[config.mk]
export PLATFORM = sky130hd
export DESIGN_NAME = sysarr_mem_driver
export DESIGN_NICKNAME = d
export VERILOG_FILES = /design/src/rtl/sys_arr_pkg.sv /design/src/rtl/sysarr_mem_driver.sv
export SDC_FILE = /design/constraint.sdc
export NUM_CORES = 1
export LEC_CHECK = 0
export BUFFER_PORTS_ARGS = -buffer_cell sky130_fd_sc_hd__buf_2
export CELL_PAD_IN_SITES_DETAIL_PLACEMENT = 1
export CELL_PAD_IN_SITES_GLOBAL_PLACEMENT = 1
export CORE_AREA = 2 2 203 205
export CTS_BUF_LIST = sky130_fd_sc_hd__clkbuf_4 sky130_fd_sc_hd__clkbuf_8
export DETAILED_ROUTE_END_ITERATION = 16
export DIE_AREA = 0 0 205 207
export GPL_TIMING_DRIVEN = 0
export PLACE_DENSITY = 0.54
export SLEW_MARGIN = 40
export SYNTH_ARGS = -nofsm -noshare
export SYNTH_HDL_FRONTEND = slang
export SYNTH_SLANG_ARGS = --single-unit
[constraint.sdc]
create_clock -name clk -period 2.15 [get_ports clk]
set_input_delay 0.43 -clock clk [delete_from_list [all_inputs] [get_ports clk]]
set_output_delay 0.43 -clock clk [all_outputs]
set_load 0.02 [all_outputs]
[src/rtl/sys_arr_pkg.sv]
// Shared definitions for the systolic-array memory driver.
//   N_DEF   : default array dimension
//   ROW_W   : row-index width for the default dimension
//   state_t : driver sequencing states
package sys_arr_pkg;

  localparam int N_DEF = 4;
  localparam int ROW_W = $clog2(N_DEF);

  typedef enum logic [2:0] {
    IDLE    = 3'd0,
    W_RD    = 3'd1,
    W_BEAT  = 3'd2,
    I_RD    = 3'd3,
    I_BEAT  = 3'd4,
    COLLECT = 3'd5
  } state_t;

endpackage

[src/rtl/sysarr_mem_driver.sv]
// Memory-side initiator for the systolic array load/drain protocol.
// A start command loads N weight rows, then N input rows paired with N
// partial-sum rows, from the scratchpad into the array. Output rows returned
// by the array are written back to the scratchpad. done pulses once all N
// output rows have been seen and the array reports drained.
//
// Ports:
//   clk, nRST                    clock, asynchronous active-low reset
//   start                        job strobe, honoured only in IDLE
//   w_base/i_base/p_base/o_base  scratchpad row bases, latched on start
//   busy, done                   job status
//   rda_*                        read port A (weights and inputs)
//   rdb_*                        read port B (partials)
//   wr_*                         scratchpad write port (output rows)
//   weight_en/input_en/partial_en, row_in_en/row_ps_en,
//   array_in/array_in_partials   beats issued to the array
//   fifo_has_space               array can take an input/partial beat
//   out_en/row_out/array_output  output rows returned by the array
//   drained                      array has no work in flight
//
// State table:
//   IDLE    | waiting for start
//   W_RD    | read weight row wr_cnt on port A
//   W_BEAT  | issue weight row to the array
//   I_RD    | read input row (A) and partial row (B) ir_cnt
//   I_BEAT  | issue input + partial row once the array has space
//   COLLECT | wait for all N outputs and drained, then done
module sysarr_mem_driver
  import sys_arr_pkg::*;
#(
  parameter int N  = N_DEF,
  parameter int DW = 16,
  parameter int AW = 16
) (
  input  logic                 clk,
  input  logic                 nRST,
  input  logic                 start,
  input  logic [AW-1:0]        w_base,
  input  logic [AW-1:0]        i_base,
  input  logic [AW-1:0]        p_base,
  input  logic [AW-1:0]        o_base,
  output logic                 busy,
  output logic                 done,
  output logic                 rda_en,
  output logic [AW-1:0]        rda_addr,
  input  logic [DW*N-1:0]      rda_data,
  output logic                 rdb_en,
  output logic [AW-1:0]        rdb_addr,
  input  logic [DW*N-1:0]      rdb_data,
  output logic                 wr_en,
  output logic [AW-1:0]        wr_addr,
  output logic [DW*N-1:0]      wr_data,
  output logic                 weight_en,
  output logic                 input_en,
  output logic                 partial_en,
  output logic [$clog2(N)-1:0] row_in_en,
  output logic [$clog2(N)-1:0] row_ps_en,
  output logic [DW*N-1:0]      array_in,
  output logic [DW*N-1:0]      array_in_partials,
  input  logic                 fifo_has_space,
  input  logic                 out_en,
  input  logic [$clog2(N)-1:0] row_out,
  input  logic [DW*N-1:0]      array_output,
  input  logic                 drained
);

  localparam int RW = $clog2(N);
  localparam logic [RW-1:0] LAST_ROW = RW'(N - 1);
  localparam logic [RW:0]   FULL_CNT = (RW + 1)'(N);

  state_t        state;
  state_t        state_nx;
  logic [AW-1:0] w_base_q;
  logic [AW-1:0] i_base_q;
  logic [AW-1:0] p_base_q;
  logic [AW-1:0] o_base_q;
  logic [RW-1:0] wr_cnt;
  logic [RW-1:0] ir_cnt;
  logic [RW:0]   out_cnt;

  logic accept;
  logic beat_i;
  logic capture;
  logic out_full;
  logic job_done;

  assign accept   = (state == IDLE) && start;
  assign beat_i   = (state == I_BEAT) && fifo_has_space;
  assign capture  = (state != IDLE) && out_en;
  assign out_full = (out_cnt == FULL_CNT);
  assign job_done = (state == COLLECT) && out_full && drained;

  // State register
  always_ff @(posedge clk or negedge nRST) begin
    if (!nRST) begin
      state <= IDLE;
    end else begin
      state <= state_nx;
    end
  end

  // Job context and counters
  always_ff @(posedge clk or negedge nRST) begin
    if (!nRST) begin
      w_base_q <= '0;
      i_base_q <= '0;
      p_base_q <= '0;
      o_base_q <= '0;
      wr_cnt   <= '0;
      ir_cnt   <= '0;
      out_cnt  <= '0;
    end else if (accept) begin
      w_base_q <= w_base;
      i_base_q <= i_base;
      p_base_q <= p_base;
      o_base_q <= o_base;
      wr_cnt   <= '0;
      ir_cnt   <= '0;
      out_cnt  <= '0;
    end else begin
      // Row counters wrap back to 0 after the last row, which is harmless:
      // the state machine has already moved past the phase that uses them.
      if (state == W_BEAT) begin
        wr_cnt <= wr_cnt + 1'b1;
      end
      if (beat_i) begin
        ir_cnt <= ir_cnt + 1'b1;
      end
      if (capture && !out_full) begin
        out_cnt <= out_cnt + 1'b1;
      end
    end
  end

  // Next-state logic
  always_comb begin
    state_nx = state;
    case (state)
      IDLE:    if (start) state_nx = W_RD;
      W_RD:    state_nx = W_BEAT;
      W_BEAT:  state_nx = (wr_cnt == LAST_ROW) ? I_RD : W_RD;
      I_RD:    state_nx = I_BEAT;
      I_BEAT: begin
        if (fifo_has_space) begin
          state_nx = (ir_cnt == LAST_ROW) ? COLLECT : I_RD;
        end
      end
      COLLECT: if (job_done) state_nx = IDLE;
      default: state_nx = IDLE;
    endcase
  end

  // Output logic
  always_comb begin
    busy              = (state != IDLE) && !job_done;
    done              = job_done;
    rda_en            = 1'b0;
    rda_addr          = '0;
    rdb_en            = 1'b0;
    rdb_addr          = '0;
    weight_en         = 1'b0;
    input_en          = 1'b0;
    partial_en        = 1'b0;
    row_in_en         = '0;
    row_ps_en         = '0;
    array_in          = '0;
    array_in_partials = '0;
    wr_en             = 1'b0;
    wr_addr           = '0;
    wr_data           = '0;

    case (state)
      W_RD: begin
        rda_en   = 1'b1;
        rda_addr = w_base_q + AW'(wr_cnt);
      end
      W_BEAT: begin
        weight_en = 1'b1;
        array_in  = rda_data;
      end
      I_RD: begin
        rda_en   = 1'b1;
        rda_addr = i_base_q + AW'(ir_cnt);
        rdb_en   = 1'b1;
        rdb_addr = p_base_q + AW'(ir_cnt);
      end
      I_BEAT: begin
        // A stalled beat does not re-read: read data stays valid until the
        // next read strobe, so the held rows are still on rda/rdb_data.
        if (fifo_has_space) begin
          input_en          = 1'b1;
          partial_en        = 1'b1;
          row_in_en         = ir_cnt;
          row_ps_en         = ir_cnt;
          array_in          = rda_data;
          array_in_partials = rdb_data;
        end
      end
      default: ;
    endcase

    // Output rows use the write port only, so capture never contends with
    // the read-side beats above.
    if (capture) begin
      wr_en   = 1'b1;
      wr_addr = o_base_q + AW'(row_out);
      wr_data = array_output;
    end
  end

endmodule

==> metrics.txt <==
outcome finished with violations; failing checks negative setup slack; Critical Path RT 1.72 ns; final layout net count 1542; deepest level of the CTS H-tree 3; Synth-to-Final Area Change 125%; core area 40400 um^2; FFs w/ async S/R, synth 1.00; PortBufs 515; DRT iter0 DRCs 182; worst skew pair latency 0.37 ns; CTS max path bufs 2; area occupied by multi-input gates 4930 um^2; cells on worst reg2reg path 10; clk sinks 74; Reg clk slew, reported paths 0.10 ns; DP HPWL 29.3 mm; post-DR wirelength/cell 21.5 um; clock skew 0.0191 ns; chip height 207 um; R2R setup slack 0.04 ns; final setup fails 249; Vias 7378; Worst setup EP type output port; hold slack final 0.266 ns; post-synthesis register bit count 74; num ports 516; met2 wire len 20.8 mm; min-delay worst type in2reg; vias in the first global route 7971; register area 1860 um^2; fmax 369 MHz; YS warnings 0; row cnt 74; Final Util 0.332; Mapped Area 5960 um^2; Endpoint, Worst Hold i_base_q[1]$_DFFE_PN0P_; Cells after Synth 644; hold_sp i_base[1]; worst r2r src state[2]$_DFFE_PN0P_; Slew Limit Fails 0; Hold Path Depth 3; worst slack, placed -0.489 ns; first-pass GRT wire length 53.6 mm; Root Driver clkbuf_8; register area share after synthesis 0.311; initial antenna violation count 30; Final Critical Period 2.71 ns; Final Hold Viols 0; Final Cycle Share 1.26; routability cong. 0.899; die area 42400 um^2; CTS tree yes; CTS Buf Count 9; Power Density 1100 nW/um^2; Fillers 4587; Antenna Nets Post-Route 0; final worst slack -0.557 ns; Syn Nets 924; WS Path Type reg2out; Crit Path Max Fanout 3; routed wl met3 3.29 mm; total track usage 0.172; Tightest Pin Transition 0.361 ns; remaining global-route overflow 0; Post-synth EDFFs 0; synth unique cells 47; Slew headroom 0.758; First-pass DRT Iterations 4; CP arrival 2.28 ns; total wire length 39.0 mm; share of post-route cells with drive strength above 1 0.778; maxcap violations 0; Synth Flop Type dfrtp_1; largest net degree at the start of global routing 55; drt drc 0; die width 205 um; max layer used met5; via/cell ratio 4.06; Worst R2R End i_base_q[5]$_DFFE_PN0P_; Fin Setup TNS -60.57 ns; synthesized area per cell 9.25 um^2; worst setup path startpoint ir_cnt[0]$_DFFE_PN0P_; Initial Util 0.148; startpoint types flip-flop; Lkg Pwr 6.40 nW; metal1 wirelength 13.0 mm; RSZ-0062 raised after global routing true; peak supply drop 0.000550 V
## sequential cells by signal, summed over array words and instances, names as in the netlist
signal and cells:
wr_cnt 2, i_base_q 16, state 3, p_base_q 16, w_base_q 16, out_cnt 3
ir_cnt 2, o_base_q 16
## synthesized netlist by cell type (3+ instances only)
library cell  count  area share
clkbuf_1         13      0.0082
xor2_1           34       0.050
o21ai_0           9      0.0076
nor2b_1          67       0.070
mux2_4           23       0.058
mux2_2           36       0.068
buf_4             8       0.010
a21oi_1           6      0.0050
buf_6            10       0.019
nand2_1          29       0.018
nor3_1            7      0.0059
and3_1            7      0.0074
dfrtp_1          74        0.31
fa_1              4       0.013
o22ai_1          12       0.013
nand3_1          20       0.017
mux2i_1           5      0.0084
nand4_1          12       0.013
ha_1             12       0.025
and2_1          133        0.14
buf_2             7      0.0059
nor4b_2           3      0.0076
xnor2_1          23       0.034
inv_1            12      0.0076
nor2_1           48       0.030
## metal layers
| metal | GRT usage | up-vias |
|---|---|---|
| li1 | - | 3366 |
| met1 | 0.168 | 3611 |
| met2 | 0.327 | 305 |
| met3 | 0.0541 | 78 |
| met4 | 0.0759 | 18 |
| met5 | 0 | - |
## timing repair
action | CTS | global route
endpoints found under the hold margin | 20 | 0
pin swaps | 133 | 74
hold buffers | 1 | 0
cloned | 23 | 1
buffers inserted | 66 | 26
gates resized for setup | 705 | 235
setup endpoints to repair | 252 | 251
## report_power, final
group	total (mW)	switching, mW	internal, mW
registers	3.03	0.934	2.10
clock network	1.22	0.640	0.581
logic	10.4	4.95	5.49
total	14.7	6.52	8.17
## worst max-delay path by stage
stage | to | slack (ns) | cells past startpoint
detailed placement | rda_addr[12] | -0.49 | 8
finish | rda_addr[10] | -0.56 | 8
global placement | rda_addr[12] | -0.45 | 8
floorplan | rda_addr[12] | -0.08 | 7
CTS | rda_addr[10] | -0.68 | 8
global route | rda_addr[10] | -0.69 | 8
## placed cells by master, fill, tap and decap left out, types with 6 or more instances in the layout
cell type,synthesis,final
and2_4,0,132
buf_12,2,17
buf_2,7,272
buf_4,8,75
buf_6,10,242
buf_8,0,33
clkbuf_8,0,11
dfrtp_1,74,65
dfrtp_2,0,9
diode_2,0,17
ha_4,0,7
inv_1,12,7
mux2_2,36,36
mux2_4,23,23
nand2_1,29,26
nand3_1,20,16
nand4_1,12,12
nor2_1,48,38
nor2_4,1,7
nor2b_1,67,21
nor2b_4,0,46
o21ai_0,9,8
o22ai_1,12,6
o22ai_2,0,6
xnor2_1,23,18
xor2_1,34,31
## kinds of logic (layout without fill, tap and decap cells)
| family | after synthesis | after routing | synth area share |
|---|---|---|---|
| multiplexers | 64 | 64 | 0.134 |
| flip-flops | 74 | 74 | 0.311 |
| AND/OR/NAND/NOR | 345 | 346 | 0.339 |
| AO/OA/AOI/OAI | 35 | 35 | 0.0353 |
| XOR/XNOR | 57 | 57 | 0.0838 |
| buffers and inverters | 53 | 675 | 0.0580 |
| adder cells (fa/ha/maj) | 16 | 16 | 0.0387 |
| other | 0 | 17 | 0 |
## critical path: stages, from the launching register on
cell and delay, ns:
dfrtp_2 0.42, ha_4 0.15, inv_2 0.04, fa_2 0.40, nor4b_4 0.31, nand2_1 0.11
xor2_1 0.16, o22ai_2 0.16, buf_6 0.15
## final cells by class
| cell class | instances | area share |
|---|---|---|
| repair buffers | 610 | 0.384 |
| repair inverters | 2 | 0.00205 |
| inverters | 13 | 0.00551 |
| flip-flops and latches | 74 | 0.139 |
| plain buffers | 34 | 0.0330 |
| clock buffers | 10 | 0.0103 |
| multi-input cells | 518 | 0.368 |
| well taps | 532 | 0.0497 |
| clock inverters | 6 | 0.00542 |
| diodes | 17 | 0.00317 |
## through the flow
step	area, um^2	instances	total power, mW
after floorplan	6020	644	7.22
after global placement	9260	1691	9.53
after detailed placement	9300	1692	9.65
after CTS	12600	1794	13.9
after global routing	13400	1814	15.6
final	13400	1816	14.7
No activity file was read; power rests on OpenSTA's default activity.
